$ cat config.mk
export PLATFORM = sky130hd
export DESIGN_NAME = tdm_demux4
export DESIGN_NICKNAME = d
export VERILOG_FILES = /design/src/rtl/tdm_demux4.sv
export SDC_FILE = /design/constraint.sdc
export NUM_CORES = 1
export LEC_CHECK = 0
export ABC_AREA = 1
export CAP_MARGIN = 20
export CORE_AREA = 2 2 39 41
export DETAILED_ROUTE_END_ITERATION = 16
export DIE_AREA = 0 0 41 43
export PLACE_DENSITY = 0.77
export RECOVER_POWER = 50
export SYNTH_ARGS = -nofsm -noshare
export SYNTH_HDL_FRONTEND = slang
export SYNTH_SLANG_ARGS = --single-unit
$ cat constraint.sdc
create_clock -name clk -period 2.2 [get_ports clk]
set_input_delay 0.44 -clock clk [delete_from_list [all_inputs] [get_ports clk]]
set_output_delay 0.44 -clock clk [all_outputs]
set_load 0.02 [all_outputs]
$ cat src/rtl/tdm_demux4.sv
// Four-slot serial TDM demultiplexer with a one-deep frame register.
// Flags dropped frames (overrun) and mid-frame start markers (sync_err).
module tdm_demux4 (
  input  logic       clk,
  input  logic       rst,
  input  logic       din,
  input  logic       din_valid,
  input  logic       sof,
  input  logic       frame_ready,
  output logic       y0,
  output logic       y1,
  output logic       y2,
  output logic       y3,
  output logic       frame_valid,
  output logic [1:0] slot,
  output logic       overrun,
  output logic       sync_err
);

  logic [2:0] sh;
  logic       done;
  logic       load;

  assign done = din_valid & ~sof & (slot == 2'd3);
  assign load = done & (~frame_valid | frame_ready);

  always_ff @(posedge clk) begin
    if (rst) begin
      slot        <= 2'd0;
      sh          <= 3'b000;
      y0          <= 1'b0;
      y1          <= 1'b0;
      y2          <= 1'b0;
      y3          <= 1'b0;
      frame_valid <= 1'b0;
      overrun     <= 1'b0;
      sync_err    <= 1'b0;
    end else begin
      if (din_valid) begin
        if (sof) begin
          // sof always restarts the frame at slot 0
          sh[0] <= din;
          slot  <= 2'd1;
          if (slot != 2'd0)
            sync_err <= 1'b1;
        end else begin
          unique case (slot)
            2'd0:    sh[0] <= din;
            2'd1:    sh[1] <= din;
            2'd2:    sh[2] <= din;
            default: ;
          endcase
          slot <= slot + 2'd1;
        end
      end

      if (load) begin
        y0          <= sh[0];
        y1          <= sh[1];
        y2          <= sh[2];
        y3          <= din;
        frame_valid <= 1'b1;
      end else if (done) begin
        overrun <= 1'b1;
      end else if (frame_valid & frame_ready) begin
        frame_valid <= 1'b0;
      end
    end
  end

endmodule

* Yosys cells after proc, flatten, opt, wreduce, memory -nomap -nowiden
Cells that the tools add are included.
** Operators by class
- Reductions and logical operators :: 10
- $add $sub $neg :: 1
- Bitwise logic cells :: 8
- Mux-type cells :: 6
- Equal/unequal tests :: 4
** Operator list (number)
- AND reduction 3 bit :: 3
- AND reduction 2 bit :: 3
- nonzero test 2 bit :: 3
- two-way mux 1 bit :: 5
- bitwise AND 1 bit :: 4
- equality test 2 bit, second input constant :: 2
- inverter 1 bit :: 3
- adder 2 x 1 -> 2 bit, second input constant :: 1
- equality test 2 x 1 -> 1 bit, second input constant :: 1
- logical NOT 2 bit :: 1
- two-way mux 2 bit :: 1
- != test 2 x 1 -> 1 bit, second input constant :: 1
- bitwise OR 1 bit :: 1
** Word-level totals
- Output and inout bits :: 9
- Bits in registers :: 12
- Input port bits :: 6
- Logic and storage cells :: 40

* Longest topological paths before layout
Gate-level depths: netlist (run 1).
- Word-level depth :: 6
- Mapped depth :: 6

* Least setup slack after synthesis (run 1)
Ideal clock, no wire load.
- Path type :: register to register
- Start :: reg slot[0]
- End :: reg y0
- Setup slack :: 1003 ps
- Buffers on the path :: 0
- Period minus slack after synthesis :: 1197 ps
- Data arrival time :: 1133 ps
- Setup time :: 64 ps
- Stages on the path, launching flop included :: 6
- Path through :: dfxtp_1 ha_1 nand3_2 nor2_4 nor2_1 nor2_1
** Between the ends
- Word-level cells in the longest chain between the ends :: 3
** Ends and longest elaborated chain
- from (decl) :: RTL line 15 : output logic [1:0] slot,
- from (signal assigned) :: RTL line 53 : slot <= slot + 2'd1;
- equality test 2 bit :: RTL line 24 : assign done = din_valid & ~sof & (slot == 2'd3);
- bitwise AND 1 bit :: RTL line 24
- bitwise AND 1 bit :: RTL line 25 : assign load = done & (~frame_valid | frame_ready);
- to (signal assigned) :: RTL line 58 : y0 <= sh[0];
- to (decl) :: RTL line 10 : output logic y0,
No other way between the ends.
A chain may end at the register's enable or synchronous reset.

* Worst setup path after layout (run 1)
- Start :: reg slot[0]
- End :: out slot[0]
No word-level cell between the ends.

==> key figures, run 1 <==
Outcome
  • Outcome: complete, no violations

Finish
  • Layout filler cell count: 131
  • Layout cells sized above 1: 6.74%
  • N_diodes: 0
  • Synth-to-Final Area Change: 31.7%
  • Final #Nets: 100

Clock network
  • CTS buffer count: 3
  • Post-CTS sizing: 0
  • H-tree Lvls: 1
  • Clock sink count: 12
  • TritonCTS clock tree: done
  • # hold bufs at CTS: 0
  • Clock-pin slew on the worst setup and hold paths: ~80 ps
  • CTS Buffer Depth: 2
  • Worst skew pair latency: 270 ps
  • Post-CTS setup buffers: 0
  • CTS root buf: clkbuf_4

Worst setup path
  • Critical-path maximum fanout: 6
  • Required @ worst endpoint: 1760 ps
  • Critical path data arrival time: 1330 ps
  • Critical-path cell list: clkdlybuf4s50_1
  • Slowest cell on crit path: clkdlybuf4s50_1
  • Worst setup path class: register to output port
  • Worst stage delay on the critical path: 640 ps
  • Critical path buffers and inverters: 1
  • Crit. End Element: output port
  • Startpoint types: register
  • Critical path's top delay family: buffers and inverters

Logic synthesis
  • Synth Area in Simple Gates: around 32%
  • Largest family of logic cells by synthesized area: simple AND/OR/NAND/NOR gates
  • Adder-Cell Fraction of Synth Area: a little under a tenth
  • Synth Area in XOR/XNOR: 0%
  • Synth Area in Compound Gates: 7.69%
  • Mux contribution to synthesized area: 0%
  • Yosys warns: 0
  • Mapped Nets: 81
  • Number of synthesized register bits: 12
  • Synth area leaders: dfxtp_1 (43%), ha_1 (9.0%), nand2_1 (8.8%)
  • Synth top area share: 43.4%
  • Synth top cells by count: nand2_1 (13), nor2_1 (13), dfxtp_1 (12)
  • Syn Inst Count: 71
  • EDFF count, synth: 0
  • Post-synthesis async set-or-reset flop share: 0%
  • Synth unique cells: 16
  • Sequential fraction of the synthesis area: 43.4%
  • Post-synth top area cell: dfxtp_1
  • Synthesized area per cell: 7.79 um2
  • Synth Flop Type: dfxtp_1
  • Mapped Area: 553 um2

Floorplan
  • Row cnt: 14
  • Boundary pin count: 15
  • Core area: approximately 1400 um2
  • Initial Util: 40.0%
  • Die ar.: 1760 um2
  • Die W: 41 um
  • Die Y-Extent: 43 um

Timing
  • Setup Skew: 1.85 ps
  • Crit path setup slack, layout: 427 ps
  • Rel. slew slack: 59.6%
  • RSZ-0062 raised after global routing: no
  • Final setup fails: 0
  • Max Slew Vio Count: 0
  • Tmin final: 1770 ps
  • Ratio of final minimum period to clock period: 80.6%
  • Setup TNS: 0 ps
  • Worst-Margin Slew: 604 ps
  • Final Hold Vio Count: 0
  • Max Fclk: 0.564 GHz

GRT
  • Total gr overflow: 0
  • Largest net degree at the start of global routing: 11
  • Initial antenna violation count: 0
  • Total track usage: 14.5%
  • First-pass GRT wire length: 1.70 mm
  • Vias in the first global route: approximately 450

Drt
  • Vias: approximately 500
  • Remaining antenna violation count after routing: 0
  • Routed WL: between 1 and 1.5 mm
  • Number of DRC markers in iteration 0: 3
  • DRC Markers: 0
  • DR vias/cell: 4.72
  • Per-cell routed wire length: 10.5 um
  • Pre-Repair DR Iteration Count: 4

Place
  • Post-place setup slack: between 600 and 700 ps
  • Port bufs: 14
  • RePlAce Congestion: ~0.76
  • Dpl hpwl: 835 um

Pwr
  • Design internal power: 0.000345 W
  • Gate power share: between 10% and 20%
  • PwrDens: a little over 600 nW/um2
  • Net switching power: 0.000108 W
  • Sw frac: 23.9%
  • Sequential power share: between 50% and 60%
  • IR drop worst, VDD: 0.259 mV
  • Clk pwr share: 39.0%
  • Static Leak: approximately 0.3 nW

Job
  • Max Cap Violations: 0

Min path
  • Hold crit path type: register to register
==> power by group through the flow <==
stage	clock [W]	sequential, W	combinational [W]
after global placement	0	0.000232	0.0000526
after global routing	0.000191	0.000228	0.0000535
after CTS	0.000183	0.000227	0.0000545
after detailed placement	0	0.000232	0.0000541
final	0.000177	0.000227	0.0000492
after floorplan	0	0.000236	0.0000244
==> cells by family after synthesis <==
group / after synthesis
and+or+nand+nor: 36
buffers and inverters: 11
DFF: 12
AOI/OAI and AO/OA: 8
adders and majority gates: 4
==> registers in the layout, indices dropped and copies added, names as in the netlist <==
register     cells
frame_valid      1
overrun          1
sh               3
slot             2
sync_err         1
y0               1
y1               1
y2               1
y3               1
==> final timing paths <==
kind | startpoint | endpoint | slack [ps] | cells past startpoint
setup / recovery | slot[0]$_SDFFE_PP0P_ | slot[0] | 430 | 1
hold / removal | sync_err$_SDFFE_PP0P_ | sync_err$_SDFFE_PP0P_ | 470 | 1
hold reg to reg | sync_err$_SDFFE_PP0P_ | sync_err$_SDFFE_PP0P_ | 470 | 1
setup reg to reg | slot[0]$_SDFFE_PP0P_ | y2$_SDFFE_PP0P_ | 910 | 5
==> layout by cell type (no fill, tap or decap) <==
cell type        netlist  layout
a21oi_1                5       5
clkbuf_4               0       3
clkbuf_8               0       1
clkdlybuf4s50_1        0      11
dfxtp_1               12      12
dlygate4sd3_1          0       3
ha_1                   4       4
inv_1                  8      10
inv_2                  3       1
nand2_1               13      13
nand3_1                2       3
nand4_1                4       4
nor2_1                13      14
nor2_4                 1       1
nor3_1                 1       1
o21a_1                 1       1
o21ai_0                1       2
==> final cells by class <==
cell class              count  area, um2  area share [%]
repair buffers             14        140            19.2
clock buffers               4       36.3            4.98
well taps                  16       20.0            2.75
multi-input cells          48        250            34.4
flip-flops and latches     12        240            33.0
inverters                  11       41.3            5.67
==> per-stage QoR <==
step | utilization (%) | area (um2) | hold slack [ps] | std cells | total power [W]
floorplan | - | 553 | 433 | 71 | 0.000260
global placement | 51.5 | 713 | 449 | 101 | 0.000285
detailed placement | 51.5 | 713 | 450 | 101 | 0.000287
CTS | 54.2 | 749 | 462 | 105 | 0.000465
global route | 52.6 | 728 | 489 | 105 | 0.000472
finish | 52.6 | 728 | 471 | 105 | 0.000453
==> layer usage <==
| layer | wire (um) | part of all wire (%) | global-route usage (%) | vias to the layer above |
|---|---|---|---|---|
| li1 | - | - | - | 260 |
| met2 | 530 | 48 | 21.9 | 16 |
| met4 | 17 | 1.5 | 10.0 | 0 |
| met1 | 513 | 47 | 16.2 | 218 |
| met3 | 43 | 3.9 | 4.71 | 2 |
| met5 | 0 | 0 | 0 | - |
(Power assumes the default switching activity.)
==> run 2, diff against run 1 <==
- clock period: 2.2 -> 1.8 ns (I/O delays scaled with it)
==> run 2 against run 1 <==
First-iteration DRC count increased by 33%. Sequential cell count unchanged. Clock skew increased by 1.8 ps. Utilization unchanged. Design area unchanged. Sequential share of layout area unchanged. Critical path type unchanged. Largest power group unchanged.
==> key figures, run 2 (synthesized netlist as in run 1, its figures left out) <==
Place
  • Port bufs: 14
  • # placed instances: roughly 100
  • Dpl cell area: 713 um2
  • Dpl hpwl: 806 um
  • RePlAce Congestion: 0.760

Worst setup path
  • WP depth: 1
  • Slowest cell on crit path: clkdlybuf4s50_1
  • Worst setup path class: register to output port
  • Required @ worst endpoint: 1440 ps
  • R2R depth: 5
  • Reg2reg end: y3$_SDFFE_PP0P_
  • Critical path buffers and inverters: 1
  • Reg2Reg Launch Point: slot[0]$_SDFFE_PP0P_
  • Critical path startpoint: slot[0]$_SDFFE_PP0P_
  • Crit. End Element: output port
  • Startpoint types: register
  • Critical path data arrival time: 1340 ps
  • Critical-path cell list: clkdlybuf4s50_1
  • Critical path's top delay family: buffers and inverters
  • Critical Path Sink: slot[0]
  • Worst stage delay on the critical path: 640 ps
  • Critical-path maximum fanout: 6
  • Flop-to-flop setup slack: 510 ps

Clock network
  • H-tree Lvls: 1
  • # hold bufs at CTS: 0
  • Post-CTS sizing: 0
  • Post-CTS setup buffers: 0
  • TritonCTS clock tree: done
  • CTS buffer count: 3
  • Worst skew pair latency: 280 ps
  • CTS root buf: clkbuf_4
  • Clock-pin slew on the worst setup and hold paths: 80 ps
  • CTS Buffer Depth: 2
  • Clock sink count: 12

Timing
  • Max Slew Vio Count: 0
  • Max Fclk: 0.587 GHz
  • Ratio of final minimum period to clock period: 94.7%
  • Setup Skew: ~3.6 ps
  • Final setup fails: 0
  • Setup TNS: 0 ps
  • Tmin final: 1700 ps
  • Final Hold Vio Count: 0
  • Rel. slew slack: 63.6%
  • RSZ-0062 raised after global routing: no
  • Worst-Margin Slew: roughly 540 ps

Drt
  • DR vias/cell: 4.70
  • Vias: 493
  • Routed WL: 1.03 mm
  • Pre-Repair DR Iteration Count: 4
  • Remaining antenna violation count after routing: 0
  • Per-cell routed wire length: 9.84 um
  • Number of DRC markers in iteration 0: 4
  • DRC Markers: 0

GRT
  • First-pass GRT wire length: about 1.7 mm
  • Total track usage: 14.5%
  • Initial antenna violation count: 0
  • Total gr overflow: 0
  • Met2 usage: 22.2%
  • Met3 usage: 3.14%
  • Global routing usage on met1: 16.0%
  • Vias in the first global route: between 400 and 500
  • Busiest grt layer: met2
  • Largest net degree at the start of global routing: 11

Finish
  • Final instance area: around 730 um2
  • Most frequent cells in the layout: nor2_1 (14), nand2_1 (13), dfxtp_1 (12), clkdlybuf4s50_1 (12), inv_1 (9)
  • Most common cell after layout, fill and taps aside: nor2_1
  • Largest Register: sh
  • Layout cells sized above 1: 7.87%
  • Final #Nets: 100
  • Non-Filler Instances: 105
  • N_diodes: 0
  • Largest register FFs: 3
  • Synth-to-Final Area Change: 31.7%
  • Biggest regs: sh (3), slot (2)

Pwr
  • Static Leak: 0.303 nW
  • IR drop worst, VDD: 0.339 mV
  • Gate power share: 10.7%
  • PwrDens: 764 nW/um2
  • Clk pwr share: between 30 and 40%
  • Sw frac: 24.2%
  • Sequential power share: around 50%
  • Design internal power: 0.000422 W
  • Net switching power: 0.000135 W

Floorplan
  • Die Y-Extent: between 40 and 50 um
  • Die ar.: 1760 um2
  • Initial Util: 40.0%
  • Row cnt: 14
  • Boundary pin count: 15
  • Core area: 1380 um2
  • Die W: between 40 and 50 um

Job
  • Max Cap Violations: 0

Min path
  • Hold crit path type: register to register

Outcome
  • Outcome: complete, no violations
run 2: worst min-delay path by stage:
| stage | from | end | slack (ps) | cells past startpoint |
|---|---|---|---|---|
| floorplan | rst | frame_valid$_SDFFE_PP0P_ | 430 | 1 |
| global placement | sync_err$_SDFFE_PP0P_ | sync_err$_SDFFE_PP0P_ | 450 | 1 |
| detailed placement | sh[1]$_SDFFE_PP0P_ | sh[1]$_SDFFE_PP0P_ | 450 | 2 |
| CTS | sh[1]$_SDFFE_PP0P_ | sh[1]$_SDFFE_PP0P_ | 470 | 2 |
| global route | sh[2]$_SDFFE_PP0P_ | sh[2]$_SDFFE_PP0P_ | 490 | 2 |
| finish | sh[1]$_SDFFE_PP0P_ | sh[1]$_SDFFE_PP0P_ | 460 | 2 |
run 2: power by group through the flow:
| stage | combinational [W] | clock (W) | sequential, W |
|---|---|---|---|
| final | 0.0000593 | 0.000220 | 0.000278 |
| after global routing | 0.0000656 | 0.000235 | 0.000279 |
| after CTS | 0.0000661 | 0.000226 | 0.000278 |
| after detailed placement | 0.0000655 | 0 | 0.000284 |
| after global placement | 0.0000643 | 0 | 0.000284 |
| after floorplan | 0.0000298 | 0 | 0.000288 |
run 2: area by class of cell:
cell class	count	area [um2]
Multi-Input combinational cell	48	250
Clock buffer	4	36.3
Inverter	11	41.3
Sequential cell	12	240
Tap cell	16	20.0
Timing Repair Buffer	14	140
Fill cell	136	656
run 2: per-stage QoR:
stage / hold slack (ps) / total power (W) / util (%) / worst slack (ps)
finish: 463 / 0.000557 / 52.6 / 95.5
CTS: 465 / 0.000570 / 54.2 / 85.6
detailed placement: 453 / 0.000350 / 51.5 / 310
global placement: 449 / 0.000348 / 51.5 / 333
floorplan: 429 / 0.000318 / - / 603
global route: 490 / 0.000579 / 52.6 / 44.1
run 2: layer usage:
metal	vias to the layer above	wire length, um
met5	-	0
met4	0	21
met3	3	22
met2	13	520
met1	215	469
li1	262	-
==> RTL edit 1 (config.mk and constraints of run 2) <==
Make the reset (`rst`) asynchronous in one clocked block.
--- a/src/rtl/tdm_demux4.sv
+++ b/src/rtl/tdm_demux4.sv
@@ -24,7 +24,7 @@
   assign done = din_valid & ~sof & (slot == 2'd3);
   assign load = done & (~frame_valid | frame_ready);
 
-  always_ff @(posedge clk) begin
+  always_ff @(posedge clk or posedge rst) begin
     if (rst) begin
       slot        <= 2'd0;
       sh          <= 3'b000;
Behaviour: differs if rst is asserted again (counterexample within 4 cycles, from zero or initial values and one cycle with rst high); with rst held inactive, the same outputs for 10 cycles.
==> RTL edit 1 against run 2 <==
Clock skew rose by 0.0020 ns; worst setup slack improved by 0.052 ns; via count decreased by 13%; synthesized area up 0.45%; non-clock buffer count unchanged; wire length is 12% lower; final area increased by 3.3%; sequential cell count unchanged; sequential share of layout area up 6.9 points; critical path type unchanged.
Power is not compared: it rests on default switching activity, and its combinational part moved more than twofold at a synthesized area within 25%.
==> RTL edit 1: results (changes against run 2) <==
| Metric | Value |
|---|---|
| DP Worst Slack | `0.310 ns (+0.000197 ns)` |
| Sequential fraction of the synthesis area | `54.1% (+11 points)` |
| Worst skew pair latency | `0.26 ns (-0.02 ns)` |
| Max_slew headroom | `71.0% (+7.4 points)` |
| R2R Setup Slk | `0.60 ns (+0.09 ns)` |
| Setup Skew | `0.00557 ns (+0.00197 ns)` |
| Worst-case reg-to-reg path depth | `4 (-1)` |
| Total track usage | `12.6% (-1.9 points)` |
| Post-synthesis cell type count | `12 (-4)` |
| CP arrival | `1.29 ns (-0.05 ns)` |
| Routed via count | `427 (-13%)` |
| Layout cell share with drive strength beyond 1 | `9.59% (+1.7 points)` |
| Met3 Routed Length | `40 µm (+82%)` |
| Most used DFF post-synth | `dfrtp_1` |
| Status | `complete, no violations` |
| Post-Route WL | `905 µm (-12%)` |
| Hold Startpoint | `y0$_DFFE_PP0P_` |
| Post-Syn Nets | `65 (-20%)` |
| Hold Path End | `y0$_DFFE_PP0P_` |
| Vias in the first global route | `381 (-16%)` |
| Worst reg2reg path startpoint | `slot[0]$_DFFE_PP0P_` |
| First-pass GRT wire length | `1470 µm (-13%)` |
| Placer congestion estimate | `0.761 (+0.18%)` |
| Fill cells | `126 (-7.4%)` |
| Top post-synthesis cells by count | `nand2_1 (19), dfrtp_1 (12), inv_1 (5)` |
| Met2 WL post-DR | `438 µm (-16%)` |
| Pin count of the biggest net entering global routing | `13 (+2)` |
| Pwr Total | `0.000951 W` |
| M1 wire length | `405 µm (-14%)` |
| Drt initial violations | `15 (+11)` |
| Async SR Flop Fraction | `100% (+100 points)` |
[RTL edit 1: changes by cell type after synthesis, moves of 3 or more]
cell	change
nor2_1	-13
a21oi_1	-5
dfrtp_1	+12
dfxtp_1	-12
o21ai_0	+3
nand2_1	+6
inv_1	-3
[RTL edit 1: per-layer routing]
metal  track usage [%]  vias to the layer above
li1                  -                      217
met1              15.0                      197
met2              18.1                       11
met3              3.14                        2
met4              10.0                        0
met5                 0                        -
[RTL edit 1: area by class of cell]
class | count | share of cell area, %
Timing Repair Buffer | 14 | 18.6
Inverter | 6 | 3.00
Tap cell | 16 | 2.66
Clock buffer | 4 | 4.83
Sequential cell | 12 | 39.9
Multi-Input combinational cell | 37 | 30.9
[RTL edit 1: kinds of logic after synthesis]
family | count (synthesis) | synth area share [%]
flops | 12 | 54.1
buf+inv | 6 | 4.05
compound gates | 8 | 8.78
simple gates | 25 | 24.1
fa+ha+maj | 4 | 9.01
[RTL edit 1: worst max-delay path by stage]
| stage | to | cells past startpoint | startpoint | slack, ns |
|---|---|---|---|---|
| after floorplan | sh[0]$_DFFE_PP0P_ | 4 | slot[0]$_DFFE_PP0P_ | 0.62 |
| after global placement | y0$_DFFE_PP0P_ | 6 | din_valid | 0.35 |
| after detailed placement | y3$_DFFE_PP0P_ | 6 | din_valid | 0.31 |
| after CTS | slot[1] | 1 | slot[1]$_DFFE_PP0P_ | 0.14 |
| after global routing | slot[1] | 1 | slot[1]$_DFFE_PP0P_ | 0.1 |
| final | slot[1] | 1 | slot[1]$_DFFE_PP0P_ | 0.15 |
[RTL edit 1: metrics by stage]
stage	hold slack (ns)	cell area, µm²	std cells
floorplan	0.225	556	55
detailed placement	0.458	716	85
global route	0.501	752	89
CTS	0.415	752	89
global placement	0.459	716	85
finish	0.472	752	89
==> RTL edit 2 (settings of run 2) <==
Without the edit above. Register the output `sync_err` once more, cleared by the reset; this adds one clock of latency there. The other outputs are not delayed to match.
--- a/src/rtl/tdm_demux4.sv
+++ b/src/rtl/tdm_demux4.sv
@@ -17,6 +17,8 @@
   output logic       sync_err
 );
 
+  logic sync_err_s0;
+
   logic [2:0] sh;
   logic       done;
   logic       load;
@@ -34,7 +36,7 @@
       y3          <= 1'b0;
       frame_valid <= 1'b0;
       overrun     <= 1'b0;
-      sync_err    <= 1'b0;
+      sync_err_s0 <= 1'b0;
     end else begin
       if (din_valid) begin
         if (sof) begin
@@ -42,7 +44,7 @@
           sh[0] <= din;
           slot  <= 2'd1;
           if (slot != 2'd0)
-            sync_err <= 1'b1;
+            sync_err_s0 <= 1'b1;
         end else begin
           unique case (slot)
             2'd0:    sh[0] <= din;
@@ -68,5 +70,13 @@
     end
   end
 
+  always_ff @(posedge clk) begin
+    if (rst) begin
+      sync_err <= '0;
+    end else begin
+      sync_err <= sync_err_s0;
+    end
+  end
+
 endmodule
 
Function: changed (Yosys sat finds a counterexample within 4 cycles, from zero or initial values and one cycle with rst high).
==> RTL edit 2 against run 2 <==
Critical path depth stayed put; cell count is 3.8% higher; synthesized area is 5.0% higher; final area is 2.2% higher; worst setup slack better by 0.0050 ns; wire length is 7.0% higher; global-route usage is 1.8 points higher; total power is 2.6% lower; sequential power is 7.9% higher; via count is 2.6% higher; count of clock-buffer cells in the layout stayed put; die area stayed put; utilization is 1.2 points higher; sequential cell count is 1 higher; largest cell class is now registers; highest routed layer unchanged.
==> RTL edit 2: results (changes against run 2) <==
| Metric | Value |
|---|---|
| Met2 WL post-DR | `562 µm (+8.1%)` |
| Flop pwr share | `55.4% (+5.5 points)` |
| Post-synthesis compound-gate area fraction | `6.90% (-0.80 points)` |
| Vias in the first global route | `456 (+0.88%)` |
| Worst IR Drop VDD | `0.355 mV (+4.7%)` |
| DR pass1 iterations | `4 (unchanged)` |
| Clk sink count | `13 (+1)` |
| CP delay by family, top | `buffers and inverters` |
| Post-Syn Nets | `85 (+4.9%)` |
| Comb_multi_in | `49 (+2.1%)` |
| Status | `complete, no violations` |
| Synth Area in Adders | `8.62% (-0.43 points)` |
| Sequential share of cell area | `35.0% (+2.0 points)` |
| Sw frac | `24.7% (+0.58 points)` |
| Pwr Total | `0.000542 W (-2.6%)` |
| Logic inverters | `12 (+1)` |
| Least-Margin Pin Slew | `0.552 ns (+0.00829 ns)` |
| Synth Instances | `75 (+5.6%)` |
| Antenna violations before repair | `0 (unchanged)` |
| Placed Cells | `105 (+4.0%)` |
| Met1 Usage GRT | `18.0% (+2.1 points)` |
| Biggest regs | `sh (3), slot (2)` |
| Setup Skew | `0.00399 ns (+0.000388 ns)` |
| Layout cell share with drive strength beyond 1 | `4.30% (-3.6 points)` |
| Placer congestion estimate | `0.762 (+0.30%)` |
| First-pass GRT wire length | `1840 µm (+8.6%)` |
| DP Worst Slack | `0.247 ns (-0.0625 ns)` |
| Clk. pwr | `0.000182 W (-17%)` |
| Top post-synthesis cells by count | `nor2_1 (14), dfxtp_1 (13), nand2_1 (13), inv_1 (11), a21oi_1 (6)` |
| Met2 global-route usage | `24.1% (+1.9 points)` |
| Hpwl dp | `861 µm (+6.8%)` |
| Multi-input logic area | `249 µm² (-0.50%)` |
| Multi-input logic portion of the cell area | `33.4% (-0.92 points)` |
| Repair and plain buffers | `15 (+1)` |
| Placed instance area | `743 µm² (+4.2%)` |
| Post-synthesis cell type count | `15 (-1)` |
| Sequential fraction of the synthesis area | `44.8% (+1.4 points)` |
| Fill cells | `143 (+5.1%)` |
| Met3 Routed Length | `52 µm (+140%)` |
| Fin nets | `104 (+4.0%)` |
| Data buffer area share | `19.3% (+0.084 points)` |
| Synthesized area | `581 µm² (+5.0%)` |
| Leakage Power | `0.312 nW (+3.0%)` |
| CTS H-tree lvls | `1 (unchanged)` |
| Clock-cell share | `3.53% (-1.5 points)` |
| Routed via count | `506 (+2.6%)` |
| WL per Instance | `10.1 µm (+3.0%)` |
| Max FO, Critical Path | `6 (unchanged)` |
| Mux contribution to synthesized area | `0% (unchanged)` |
| Non-filler cells, final | `109 (+3.8%)` |
| M1 wire length | `460 µm (-1.9%)` |
| M3 GR Usage | `4.71% (+1.6 points)` |
| CP arrival | `1.34 ns (about the same)` |
-- RTL edit 2: cell types whose count changed after synthesis, sizes merged --
cell    delta
a21oi      +1
buf        +1
dfxtp      +1
inv        +1
nand3b     +1
nor2       +1
nor3       -1
o21a       -1
-- RTL edit 2: cells by family after synthesis --
logic type / after synthesis
flops: 13
compound gates: 8
buf+inv: 13
fa+ha+maj: 4
simple gates: 37
-- RTL edit 2: path summary, 6_finish.rpt --
path / start / endpoint / slack, ns / cells past startpoint
hold / removal: sync_err_s0$_SDFFE_PP0P_ / sync_err$_SDFF_PP0_ / 0.45 / 2
setup reg to reg: slot[0]$_SDFFE_PP0P_ / sh[0]$_SDFFE_PP0P_ / 0.53 / 6
hold reg to reg: sync_err_s0$_SDFFE_PP0P_ / sync_err$_SDFF_PP0_ / 0.45 / 2
setup / recovery: slot[0]$_SDFFE_PP0P_ / slot[0] / 0.10 / 1
